### config.mk
export PLATFORM = sky130hd
export DESIGN_NAME = sync_filter
export DESIGN_NICKNAME = d
export VERILOG_FILES = /design/src/rtl/sync_filter_pkg.sv /design/src/rtl/sync_filter_glitch_filter.sv /design/src/rtl/sync_filter.sv
export SDC_FILE = /design/constraint.sdc
export NUM_CORES = 1
export LEC_CHECK = 0
export BUFFER_PORTS_ARGS = -buffer_cell sky130_fd_sc_hd__buf_4
export CORE_AREA = 2 2 39 41
export CTS_CLUSTER_SIZE = 12
export DETAILED_ROUTE_END_ITERATION = 12
export DIE_AREA = 0 0 41 43
export GPL_TIMING_DRIVEN = 0
export HOLD_SLACK_MARGIN = 0.06
export PLACE_DENSITY = 0.31
export SYNTH_ARGS = -nofsm -noshare
export SYNTH_HDL_FRONTEND = slang
export SYNTH_SLANG_ARGS = --single-unit
export TNS_END_PERCENT = 30
### constraint.sdc
create_clock -name clk -period 1.05 [get_ports clk]
set_input_delay 0.0525 -clock clk [delete_from_list [all_inputs] [get_ports clk]]
set_output_delay 0.0525 -clock clk [all_outputs]
set_load 0.03 [all_outputs]
### src/rtl/sync_filter_pkg.sv
// Shared constants and helpers for the sync_filter input conditioner.
//   SYNC_MIN_STAGES / SYNC_MAX_STAGES : legal synchronizer depth range
//   SYNC_MAX_FILTER                   : largest legal glitch-filter length
//   cnt_width()                       : width of the per-channel filter counter
package sync_pkg;

    localparam int unsigned SYNC_MIN_STAGES = 2;
    localparam int unsigned SYNC_MAX_STAGES = 4;
    localparam int unsigned SYNC_MAX_FILTER = 15;

    // clog2(filter_len+1); never below 1 so a declaration stays legal when
    // the filter is bypassed (the counter is not generated in that case).
    function automatic int unsigned cnt_width(input int unsigned filter_len);
        int unsigned w;
        w = $clog2(filter_len + 1);
        return (w == 0) ? 1 : w;
    endfunction

endpackage

### src/rtl/sync_filter_glitch_filter.sv
// Single-channel glitch filter and edge detector.
//   clk, reset : clock, asynchronous active-high reset
//   sync       : synchronized channel level
//   data_out   : filtered level (sync itself when FILTER_LEN == 0)
//   rise/fall  : one-cycle pulses when data_out changes 0->1 / 1->0
module sync_glitch_filter
    import sync_pkg::*;
#(
    parameter int unsigned FILTER_LEN = 3,
    parameter logic        RESET_VAL  = 1'b1
) (
    input  logic clk,
    input  logic reset,
    input  logic sync,
    output logic data_out,
    output logic rise,
    output logic fall
);

    logic level;
    logic prev;

    if (FILTER_LEN == 0) begin : g_bypass
        assign level = sync;
    end else begin : g_filter
        localparam int unsigned     CW       = cnt_width(FILTER_LEN);
        localparam logic [CW-1:0]   CNT_LAST = CW'(FILTER_LEN - 1);

        logic          filt;
        logic [CW-1:0] cnt;

        // cnt counts consecutive samples disagreeing with filt; any agreeing
        // sample restarts the count, so short pulses never reach filt.
        always_ff @(posedge clk or posedge reset) begin
            if (reset) begin
                filt <= RESET_VAL;
                cnt  <= '0;
            end else if (sync == filt) begin
                cnt  <= '0;
            end else if (cnt == CNT_LAST) begin
                filt <= sync;
                cnt  <= '0;
            end else begin
                cnt  <= cnt + CW'(1);
            end
        end

        assign level = filt;
    end

    // prev resets to the same value as the level, so no pulse on reset release.
    always_ff @(posedge clk or posedge reset) begin
        if (reset) prev <= RESET_VAL;
        else       prev <= level;
    end

    assign data_out = level;
    assign rise     = level & ~prev;
    assign fall     = ~level & prev;

endmodule

### src/rtl/sync_filter.sv
// Multi-channel input conditioner: per-channel STAGES-deep synchronizer
// followed by an optional consecutive-sample glitch filter and edge detect.
// Channels are independent; not for multi-bit buses needing coherence.
//   clk, reset : clock, asynchronous active-high reset
//   data_in    : asynchronous channel inputs
//   data_out   : synchronized, filtered levels
//   rise/fall  : one-cycle pulses on data_out 0->1 / 1->0
module sync_filter
    import sync_pkg::*;
#(
    parameter int unsigned          WIDTH      = 1,
    parameter int unsigned          STAGES     = 2,
    parameter int unsigned          FILTER_LEN = 3,
    parameter logic [WIDTH-1:0]     RESET_VAL  = '1
) (
    input  logic             clk,
    input  logic             reset,
    input  logic [WIDTH-1:0] data_in,
    output logic [WIDTH-1:0] data_out,
    output logic [WIDTH-1:0] rise,
    output logic [WIDTH-1:0] fall
);

    if (STAGES < SYNC_MIN_STAGES || STAGES > SYNC_MAX_STAGES) begin : g_bad_stages
        $error("sync_filter: STAGES out of range 2..4");
    end
    if (FILTER_LEN > SYNC_MAX_FILTER) begin : g_bad_filter
        $error("sync_filter: FILTER_LEN out of range 0..15");
    end
    if (WIDTH < 1) begin : g_bad_width
        $error("sync_filter: WIDTH must be at least 1");
    end

    logic [WIDTH-1:0] sync;

    for (genvar i = 0; i < WIDTH; i++) begin : g_sync
        logic [STAGES-1:0] chain;

        always_ff @(posedge clk or posedge reset) begin
            if (reset) chain <= {STAGES{RESET_VAL[i]}};
            else       chain <= {chain[STAGES-2:0], data_in[i]};
        end

        assign sync[i] = chain[STAGES-1];
    end

    for (genvar i = 0; i < WIDTH; i++) begin : g_chan
        sync_glitch_filter #(
            .FILTER_LEN (FILTER_LEN),
            .RESET_VAL  (RESET_VAL[i])
        ) u_filter (
            .clk      (clk),
            .reset    (reset),
            .sync     (sync[i]),
            .data_out (data_out[i]),
            .rise     (rise[i]),
            .fall     (fall[i])
        );
    end

endmodule

==> results.md <==
- Global route overflow: 0
- DRT antenna net count: 0
- Commonest cells after routing, fill and taps aside: dfstp_2 (4), buf_4 (4), clkbuf_4 (3), buf_6 (3)
- Root buf cell: clkbuf_4
- Clock Power Share: 19.5%
- YS warnings: 0
- Register area share after synthesis: 68.1%
- Hpwl dp: 241 um
- Hold crit path type: in -> async
- Vias in the first global route: 163
- Lkg Pwr: 0.165 nW
- CP arrival: 1100 ps
- Post-synth net total: 17
- Period utilization: 110%
- Routed WL: 343 um
- Via density: 3.49
- Flop and latch count out of synthesis: 6
- Hold WS: 280 ps
- Total number of vias: 150
- Area Growth Syn to Fin: 60.4%
- Setup WS post-layout: -101 ps
- Clock slew seen by the registers of the worst setup and hold paths: 50 ps
- CTS sink cnt: 6
- IO Pins: 6
- Total power: 1.16 mW
- Startpoint types: flip-flop
- N_diodes: 0
- Area leader, netlist: dfstp_2
- Unique masters post-synth: 10
- First-pass GRT wire length: 565 um
- Placeable Area: 1380 um2
- Flop pwr share: 35.3%
- Worst skew pair latency: 240 ps
- I/O Buffers: 5
- First drt pass iteration count: 2
- CTS tree: yes
- Max VDD drop: 846 uV
- Placed instance count: 35
- Rows: 14
- Largest net degree at the start of global routing: 7
- F_max: 0.869 GHz
- DR WL/cell: 7.98 um
- Status: finished with violations
- GPL Wtd Cong: 0.602
- Post-Layout Cell Count: 43
- Pint: 0.781 mW
- Layout Nets: 31
- Violated checks: negative setup slack
- Comb power frac: 45.2%
- Effective utilization at floorplan: 16.5%
- DIE WIDTH: 41 um
- H-Tree Depth: 1
- Num CTS Buffers: 3
- NetSw: 0.381 mW
- Crit path required time: 1000 ps
- Syn avg cell area: 16.3 um2
- Max-Cap Viols: 0
- Netlist Area Pre-Place: 228 um2
- Post-route DRC: 0
- DIE AREA: 1760 um2
- Yosys top cell area share: 46.2%
- Final Hold Fails: 0
- Final setup vio count: 3
- Initial drt markers: 2
- Syn Inst Count: 14
- Sw Share: 32.8%
- Crit Path Max Fanout: 4
- Power Dens Cells: 3180 nW/um2
- Final worst path period need: 1150 ps
- Crit end category: output pin
- Worst slew margin: 83.7%
- Pre-CTS setup slack: 82.8 ps
- Layout cells sized above 1: 66.7%
- Largest cells by area after synthesis: dfstp_2 (46%), dfrtp_1 (22%), mux2_4 (6.6%), nor2b_4 (6.0%), nor3b_2 (5.5%)
- Total global routing track utilization: 5.57%
- Antenna violations before repair: 0
- Longest Clk Path Bufs: 2
- Max-slew violations: 0
- Slew @ Worst Pin: 242 ps
- Crit path kind: reg -> out
- Post-Route Skew: 7.52 ps
- RSZ-0062 raised after global routing: yes
- End-of-flow core utilization: 26.4%
- Die height: 43 um
## registers in the layout (all words and copies together) (netlist names)
register and flops:
g_chan.u_filter.data_out 1, g_sync.chain 2, g_chan.u_filter.g_filter.cnt 2, g_chan.u_filter.prev 1
## path summary, 6_finish.rpt
path	startpoint	to	slack, ps	cells past startpoint
max	g_chan[0].u_filter.data_out	fall	-100	2
min	reset	g_chan[0].u_filter.g_filter.cnt[1]	280	3
max reg2reg	g_chan[0].u_filter.data_out	g_chan[0].u_filter.g_filter.cnt[0]	50	3
min reg2reg	g_sync[0].chain[0]	g_sync[0].chain[1]	350	0
max in group asynchronous	reset	g_sync[0].chain[0]	510	3
min in group clk	g_sync[0].chain[0]	g_sync[0].chain[1]	350	0
## what timing repair did
action | in CTS | in global routing
setup endpoints to repair | 3 | 4
hold buffers | 2 | 0
buffers inserted | 1 | 1
resized for setup | 2 | 1
endpoints found under the hold margin | 7 | 0
## cells by family after synthesis
group	synth area share, %
flip-flops	68.1
XOR/XNOR	3.85
buffers and inverters	1.65
AND/OR/NAND/NOR	19.8
multiplexers	6.59
## stage by stage
| step | setup TNS [ps] | area [um2] |
|---|---|---|
| floorplan | 0 | 235 |
| global placement | 0 | 293 |
| detailed placement | 0 | 293 |
| CTS | -183 | 354 |
| global route | -323 | 365 |
| finish | -144 | 365 |
## synth_stat cells, drive strengths merged
cell type,instances
mux2,1
nor2b,2
dfstp,4
dfrtp,2
nor3,1
xnor2,1
nor3b,1
and2b,1
inv,1
## power by group through the flow
| stage | combinational (mW) | sequential [mW] | clock (mW) |
|---|---|---|---|
| finish | 0.525 | 0.410 | 0.226 |
| global route | 0.560 | 0.420 | 0.266 |
| CTS | 0.488 | 0.413 | 0.243 |
| detailed placement | 0.407 | 0.431 | 0 |
| global placement | 0.405 | 0.428 | 0 |
| floorplan | 0.255 | 0.459 | 0 |
## layer usage
metal	wire length (um)	vias up	share of wire, %	GRT usage (%)
met4	0	0	0	6.00
li1	-	71	-	-
met3	29	0	8.5	4.71
met2	170	6	50	8.13
met1	142	73	41	3.63
met5	0	-	0	0
## cell type report
type | instances | area (um2)
clock buffer | 4 | 26.3
fill | 153 | 1020
inverter | 1 | 3.75
multi-input combinational | 7 | 76.3
sequential | 6 | 155
tap | 16 | 20.0
timing repair buffer | 9 | 83.8
## worst max-delay path: stages (launching register included)
cell     delay, ps
dfstp_2        540
and2b_1        190
buf_6          130
No activity file was read; power rests on OpenSTA's default activity.
